===== src/rtl/dizy_ctrl_pkg.sv =====
// Shared definitions for the DIZY keystream controller.
// - ctrl_state_e : sequencer states
// - DEF_*        : default widths for the core interface
// - CORE_UPD_CYC : cycles from a core strobe until its state is valid
package dizy_ctrl_pkg;

    localparam int DEF_SIZE_STATE = 128;
    localparam int DEF_SIZE_KEY   = 128;

    localparam int DEF_SIZE_KS  = 64;
    localparam int CORE_UPD_CYC = 15;

    typedef enum logic [2:0] {
        ST_IDLE,
        ST_KEY,
        ST_WAIT_KEY,
        ST_IV,
        ST_WAIT_IV,
        ST_GEN,
        ST_WAIT_GEN,
        ST_DRAIN
    } ctrl_state_e;

endpackage


===== src/rtl/ks_fifo2.sv =====
// Two-entry registered FIFO for keystream words.
// Ports:
//   clk, rst     : clock, asynchronous active-high reset
//   push_i       : write push_data_i (accepted when not full, or full with a pop)
//   pop_i        : consumer ready; a pop happens only when the FIFO holds data
//   head_o       : oldest word
//   valid_o      : FIFO not empty
//   full_o       : both slots occupied
module ks_fifo2 #(
    parameter int W = 64
) (
    input  logic         clk,
    input  logic         rst,
    input  logic         push_i,
    input  logic [W-1:0] push_data_i,
    input  logic         pop_i,
    output logic [W-1:0] head_o,
    output logic         valid_o,
    output logic         full_o
);

    logic       wr_q, wr_d;
    logic       rd_q, rd_d;
    logic [1:0] cnt_q, cnt_d;
    logic       do_push;
    logic       do_pop;
    logic [1:0] slot_wen;

    always_comb begin
        do_pop  = pop_i && (cnt_q != 2'd0);
        // When full, a simultaneous pop frees the slot the write lands in.
        do_push = push_i && ((cnt_q != 2'd2) || do_pop);
        wr_d    = do_push ? ~wr_q : wr_q;
        rd_d    = do_pop ? ~rd_q : rd_q;
        cnt_d   = cnt_q + {1'b0, do_push} - {1'b0, do_pop};
    end

    genvar gi;
    generate
        for (gi = 0; gi < 2; gi++) begin : g_slot
            logic [W-1:0] slot_q, slot_d;

            assign slot_wen[gi] = do_push && (wr_q == gi[0]);

            always_comb begin
                slot_d = slot_wen[gi] ? push_data_i : slot_q;
            end

            always_ff @(posedge clk or posedge rst) begin
                if (rst) slot_q <= '0;
                else     slot_q <= slot_d;
            end
        end
    endgenerate

    always_ff @(posedge clk or posedge rst) begin
        if (rst) begin
            wr_q  <= 1'b0;
            rd_q  <= 1'b0;
            cnt_q <= 2'd0;
        end else begin
            wr_q  <= wr_d;
            rd_q  <= rd_d;
            cnt_q <= cnt_d;
        end
    end

    assign head_o  = rd_q ? g_slot[1].slot_q : g_slot[0].slot_q;
    assign valid_o = (cnt_q != 2'd0);
    assign full_o  = (cnt_q == 2'd2);

endmodule


===== src/rtl/dizy_ks_ctrl.sv =====
// Sequencer and keystream buffer in front of the one-round-per-cycle DIZY core.
// Absorbs the key (load), the IV (next), then issues one keystream update per
// word and buffers the low SIZE_KS bits of the resulting core state.
// Ports:
//   clk, rst                 : clock, asynchronous active-high reset
//   start, key, iv, num_words: session request, captured in IDLE when core idle
//   busy, done               : session in progress / one-cycle end pulse
//   ks_data, ks_valid, ks_ready : keystream output handshake
//   core_load, core_next, core_key : core strobes and key/IV input
//   core_busy, core_state    : core status and state
module dizy_ks_ctrl
    import dizy_ctrl_pkg::*;
#(
    parameter int SIZE_STATE = DEF_SIZE_STATE,
    parameter int SIZE_KEY   = DEF_SIZE_KEY,
    parameter int SIZE_KS    = DEF_SIZE_KS,
    parameter int CNT_W      = 16
) (
    input  logic                  clk,
    input  logic                  rst,
    input  logic                  start,
    input  logic [SIZE_KEY-1:0]   key,
    input  logic [SIZE_KEY-1:0]   iv,
    input  logic [CNT_W-1:0]      num_words,
    output logic                  busy,
    output logic                  done,
    output logic [SIZE_KS-1:0]    ks_data,
    output logic                  ks_valid,
    input  logic                  ks_ready,
    output logic                  core_load,
    output logic                  core_next,
    output logic [SIZE_KEY-1:0]   core_key,
    input  logic                  core_busy,
    input  logic [SIZE_STATE-1:0] core_state
);

    ctrl_state_e         state_q, state_d;
    logic [SIZE_KEY-1:0] key_q, key_d;
    logic [SIZE_KEY-1:0] iv_q, iv_d;
    logic [CNT_W-1:0]    cnt_q, cnt_d;
    logic                push;
    logic                fifo_full;
    logic                unused_core_state;

    // Only the low SIZE_KS bits are buffered; the reduction keeps the rest tied off.
    assign unused_core_state = ^core_state;

    always_comb begin
        state_d = state_q;
        key_d   = key_q;
        iv_d    = iv_q;
        cnt_d   = cnt_q;
        push    = 1'b0;
        case (state_q)
            ST_IDLE: begin
                // The core has no reset, so a session abandoned by rst may
                // still be running an update; never strobe over it.
                if (start && !core_busy) begin
                    key_d   = key;
                    iv_d    = iv;
                    cnt_d   = num_words;
                    state_d = ST_KEY;
                end
            end
            ST_KEY:      state_d = ST_WAIT_KEY;
            ST_WAIT_KEY: if (!core_busy) state_d = ST_IV;
            ST_IV:       state_d = ST_WAIT_IV;
            ST_WAIT_IV: begin
                if (!core_busy) state_d = (cnt_q != '0) ? ST_GEN : ST_DRAIN;
            end
            ST_GEN: begin
                // Hold off the update until its result is sure to find a slot.
                if (!fifo_full) state_d = ST_WAIT_GEN;
            end
            ST_WAIT_GEN: begin
                if (!core_busy) begin
                    push    = 1'b1;
                    cnt_d   = cnt_q - CNT_W'(1);
                    state_d = (cnt_q != CNT_W'(1)) ? ST_GEN : ST_DRAIN;
                end
            end
            ST_DRAIN:    if (!ks_valid) state_d = ST_IDLE;
            default:     state_d = ST_IDLE;
        endcase
    end

    always_ff @(posedge clk or posedge rst) begin
        if (rst) begin
            state_q <= ST_IDLE;
            key_q   <= '0;
            iv_q    <= '0;
            cnt_q   <= '0;
        end else begin
            state_q <= state_d;
            key_q   <= key_d;
            iv_q    <= iv_d;
            cnt_q   <= cnt_d;
        end
    end

    // Strobes and core_key depend only on registered state.
    always_comb begin
        core_load = (state_q == ST_KEY);
        core_next = (state_q == ST_IV) || ((state_q == ST_GEN) && !fifo_full);
        case (state_q)
            ST_KEY, ST_WAIT_KEY: core_key = key_q;
            ST_IV, ST_WAIT_IV:   core_key = iv_q;
            default:             core_key = '0;
        endcase
        busy = (state_q != ST_IDLE);
        done = (state_q == ST_DRAIN) && !ks_valid;
    end

    ks_fifo2 #(
        .W (SIZE_KS)
    ) u_fifo (
        .clk         (clk),
        .rst         (rst),
        .push_i      (push),
        .push_data_i (core_state[SIZE_KS-1:0]),
        .pop_i       (ks_ready),
        .head_o      (ks_data),
        .valid_o     (ks_valid),
        .full_o      (fifo_full)
    );

endmodule

===== config.mk =====
export PLATFORM = sky130hd
export DESIGN_NAME = dizy_ks_ctrl
export DESIGN_NICKNAME = d
export VERILOG_FILES = /design/src/rtl/dizy_ctrl_pkg.sv /design/src/rtl/ks_fifo2.sv /design/src/rtl/dizy_ks_ctrl.sv
export SDC_FILE = /design/constraint.sdc
export NUM_CORES = 1
export LEC_CHECK = 0
export BUFFER_PORTS_ARGS = -buffer_cell sky130_fd_sc_hd__buf_2
export CORE_AREA = 2 2 234 236
export DETAILED_ROUTE_END_ITERATION = 8
export DIE_AREA = 0 0 236 238
export PLACE_DENSITY_LB_ADDON = 0.05
export REMOVE_ABC_BUFFERS = 1
export SETUP_SLACK_MARGIN = 0.4
export SYNTH_ARGS = -nofsm -noshare
export SYNTH_HDL_FRONTEND = slang
export SYNTH_SLANG_ARGS = --single-unit

===== constraint.sdc =====
create_clock -name clk -period 13.34 [get_ports clk]
set_input_delay 1.334 -clock clk [delete_from_list [all_inputs] [get_ports clk]]
set_output_delay 1.334 -clock clk [all_outputs]
set_load 0.005 [all_outputs]

**Word level (Yosys, flattened, before mapping)**

Index checks and enable logic that the tools add are counted.

- Shifts and indexed selects: 0
- Order comparisons: 0
- Add/sub/neg operators: 3
- Multipliers: 0
- Multiplexer cells: 16
- Equality and inequality tests: 16
- Bitwise operators: 2
- Div/mod/pow operators: 0
- Reductions and logical operators: 22

Operator list:

| kind | number |
|---|---|
| 128-bit case mux with 2 select lines | 1 |
| 64-bit 2-to-1 mux | 1 |
| 16-bit 2-to-1 mux | 2 |
| 16-bit case mux with 2 select lines | 1 |
| 3-bit case mux with 8 select lines | 1 |
| 3-bit 2-to-1 mux | 6 |
| 16-bit by 1-bit != test with 1-bit output (second input constant) | 1 |
| 16-bit nonzero test | 1 |
| 16-bit by 1-bit subtractor with 16-bit output (second input constant) | 1 |
| 2-bit != test (second input constant) | 7 |
| 3-bit == test (second input constant) | 4 |
| 1-bit logical AND | 7 |
| 3-bit by 2-bit == test with 1-bit output (second input constant) | 2 |
| 6-bit AND reduction | 1 |
| 2-bit 2-to-1 mux | 2 |
| 2-bit nonzero test | 2 |
| 2-bit OR reduction | 2 |
| 3-bit by 1-bit == test with 1-bit output (second input constant) | 1 |
| 1-bit zero test | 3 |
| 3-bit zero test | 1 |
| 3-bit AND reduction | 1 |
| 3-bit nonzero test | 1 |
| 2-bit by 1-bit adder with 2-bit output | 1 |
| 2-bit == test (second input constant) | 1 |
| 5 further kinds | 8 |

- Memory bits (read-only): 0
- Word-level logic and storage cells: 68
- Output and inout port bits: 197
- Flip-flop bits (word level): 407
- Latch bits: 0
- Memories: 0
- Bits in writable memories: 0

**Logic depth before layout (Yosys ltp)**

- Depth in word-level cells: 6
- Depth in mapped cells: 7
- Gate-level depth less buffers: 7

**Hierarchy**

From an unflattened synthesis, not the netlist that was laid out.

- Cells, all modules: 1228
- Area, all modules: 18469.0 sq um

By module, submodules not included:

| module | instances | cells an instance | area an instance (sq um) |
|---|---|---|---|
| dizy_ks_ctrl | 1 | 862 | 12221.7 |
| ks_fifo2 | 1 | 366 | 6247.2 |

**Worst setup path after synthesis**

Ideal clock, no wire load.

- Path kind: register -> output
- From: reg state_q[0]
- To: out core_key[0]
- Required time: 12006 ps
- Slack: 10560 ps
- Cell stages (with the launch flop): 6
- Arrival: 1446 ps
- Cells stage by stage: dfrtp_1 -> buf_1 -> mux2i_1 -> clkbuf_1 -> buf_2 -> a22o_1

- Cells in the longest elaborated chain, start to end: 3
- Elaborated cells between the ends (all ways): 7
- Those cells by class: eq/ne (4); mux (1); reduce/logical (2)

Ends and longest elaborated chain:

| element | RTL line | RTL |
|---|---|---|
| start: declaration | dizy_ks_ctrl.sv:37 | `ctrl_state_e state_q, state_d;` |
| start signal: assignment | dizy_ks_ctrl.sv:94 | `state_q <= state_d;` |
| 3-bit by 2-bit == test with 1-bit output, or another cell as far along | dizy_ks_ctrl.sv:105 | `case (state_q)` |
| 2-bit OR reduction | dizy_ks_ctrl.sv:105 |  |
| 128-bit case mux with 2 select lines * | dizy_ks_ctrl.sv:105 |  |
| end: declaration | dizy_ks_ctrl.sv:32 | `output logic [SIZE_KEY-1:0] core_key,` |

Mark *: on every way between the ends. The rest lies on a longest branch, timed or not.

**Worst setup path after layout**

- From: reg state_q[1]
- To: out core_key[63]

The elaborated chain is that of the path after synthesis.

==> impl_metrics.tcl <==
set metrics [dict create \
    outcome "complete, no violations" \
    yosys_most_used_dff "dfrtp_1" \
    worst_pin_slew_ns 1.18 \
    final_max_slew_viol_count 0 \
    ios 602 \
    post-route-drc-count 0 \
    placementRows 85 \
    place_hpwl_um 36700 \
    setup_tns_ns 0 \
    insertion_delay_ns 0.59 \
    clock_path_buffers 3 \
    first_pass_iters 6 \
    crit_path_end_kind "output port" \
    grt-ovfl-total 0 \
    finalSetupViolations 0 \
    rsz0062_at_grt "false" \
    clkTransAtPathRegs_ns 0.06 \
    post-route-min-period_ns 4.94 \
    hold_buffers 0 \
    grt_pass1_wl_um 80000 \
    worst_ep_required_time_ns 12.01 \
    place.gp.congestion 0.775 \
    min_from "u_fifo.g_slot[1].slot_q[30]" \
    async_flop_share_pct 100 \
    nets 2140 \
    fin_crit_sh_pct 37.0 \
    ys_seq_elements 407 \
    p_per_area_nw_per_um2 242 \
    p_leak_nw 11.3 \
    cts_buffers 48 \
    cp.arrival_ns 3.60 \
    cts_tree "built" \
    syn_area_per_cell_um2 14.9 \
    seq_area_frac_synth_pct 56.1 \
    syn_area_um2 18100 \
    ir_drop_uv 148 \
    dieWidth_um 236 \
    worstSetupPathType "reg -> out" \
    grt_max_degree 164 \
    postCtsSetupBuffers 0 \
    ctsResizeCount 0 \
    slew-limit-headroom_pct 21.5 \
    antenna_found_initial 34 \
    worst_setup_path_start_kind "flop" \
    drtIter0Drc 489 \
    wl_per_cell_um 21.6 \
    io_buffers 537 \
    via_per_inst 4.87 \
    holdWs_ns 0.481 \
    cap_viol_max_count 0 \
    antenna_left 0 \
    synth_edf_count 0 \
    die_height_um 238 \
    yosys_warnings 0 \
    syn2layout_area_growth_pct 26.8 \
    hold_depth 1 \
    syn_inst 1216 \
    power.total_w 0.00557 \
    cp_max_fo 72 \
    utilization_pct 43.0 \
    cts-root-buf "clkbuf_16" \
    layoutNonFillerInstCount 2475 \
    track_usage_pct 18.7 \
    start_util_pct 33.9 \
    core_um2 53500 \
    cts_max_level 2 \
    drt_wl_total_um 53400 \
    fin_skew_ns 0.0256 \
    hold_class "reg -> reg" \
    synthDistinctLibCells 51 \
    startpoint "state_q[1]" \
    drive_above_1_share_pct 61.5 \
    timing.fmax_mhz 203 \
    rr_startpoint "state_q[1]" \
    placedCellCount 2377 \
    grt_pass1_vias 12500 \
    hold_viol 0 \
    dieArea_um2 56200 \
    vias 12100 \
    reg2regPathDepth 6 \
    numClockSinks 407 \
]
## logic make-up after synthesis
family / after synthesis / share of synthesized area, %
compound gates: 183 / 8.07
xor+xnor: 6 / 0.290
fa+ha+maj: 4 / 0.276
buf+inv: 97 / 2.96
flops: 407 / 56.1
mux: 451 / 29.9
simple gates: 68 / 2.39
## placed cells by master (no fill, tap or decap), types with 4 or more instances in the layout
master,count
a21oi_1,16
a22o_1,128
a2bb2oi_1,6
buf_2,537
buf_4,15
bufinv_16,4
clkbuf_1,13
clkbuf_16,49
clkbuf_8,12
clkinv_2,4
dfrtp_1,406
diode_2,14
ha_1,4
inv_1,8
mux2_2,355
mux2_4,92
nand2_1,12
nand3_1,7
nand4_1,7
nor2_1,10
nor3_1,4
o21ai_0,14
o22ai_1,4
xnor2_1,4
## cell type report
cell class              instances  area (um2)
clock inverters                10         158
repair buffers                553        2820
inverters                       9        41.3
diodes                         14        35.0
fillers                      5068       30500
clock buffers                  74        1440
well taps                     696         871
multi-input cells             712        7450
flip-flops and latches        407       10200
## where the power goes
part	internal (W)	switching, W	total (W)	leakage (nW)
registers	0.00182	0.000320	0.00214	5.01
clock network	0.000815	0.000521	0.00134	0.787
logic	0.00118	0.000915	0.00209	5.50
total	0.00381	0.00176	0.00557	11.3
## worst max-delay path: stages, from the launching register on
cell     delay, ns
dfrtp_1       0.63
nand2_1       0.19
mux2i_4       0.23
buf_4         0.61
buf_4         0.82
a22o_1        0.25
buf_2         0.18
## registers in the layout (all words and copies together) (netlist names)
register,cells
key_q,128
u_fifo.g_slot.slot_q,128
cnt_q,16
u_fifo.wr_q,1
u_fifo.rd_q,1
iv_q,128
state_q,3
u_fifo.cnt_q,2
## final timing paths
kind | endpoint | slack (ns)
worst min register to register | u_fifo.g_slot[1].slot_q[30] | 0.48
worst max register to register | iv_q[39] | 8.81
min in group asynchronous | key_q[46] | 0.91
max in group asynchronous | u_fifo.g_slot[1].slot_q[58] | 10.10
worst max-delay path | core_key[63] | 8.40
worst min-delay path | u_fifo.g_slot[1].slot_q[30] | 0.48
## layer usage
metal	track usage, %	vias up	wire length [um]
li1	-	5547	-
met1	22.3	6016	21200
met2	30.5	341	25800
met3	8.01	106	4910
met4	5.83	40	1160
met5	0	-	283
## Yosys cell counts, drive strengths merged, types with 5 or more instances
cell type,instances,area share [%]
nor3b,5,0.30
mux2,450,30
dfrtp,407,56
a21oi,16,0.44
buf,75,2.5
inv,9,0.19
a22o,128,6.2
nor3,5,0.17
nand4,7,0.24
nand3,7,0.19
nor2,11,0.23
a2bb2oi,6,0.29
o21ai,15,0.41
nand2,13,0.27
clkbuf,13,0.27
## through the flow
step           cell area (um2)  worst slack (ns)
6_report                 23000              8.40
5_1_grt                  23000              8.11
4_1_cts                  23000              8.30
3_5_place_dp             21400              7.85
3_3_place_gp             21400              7.87
2_1_floorplan            17600             0.683
No activity file was read; power rests on OpenSTA's default activity.
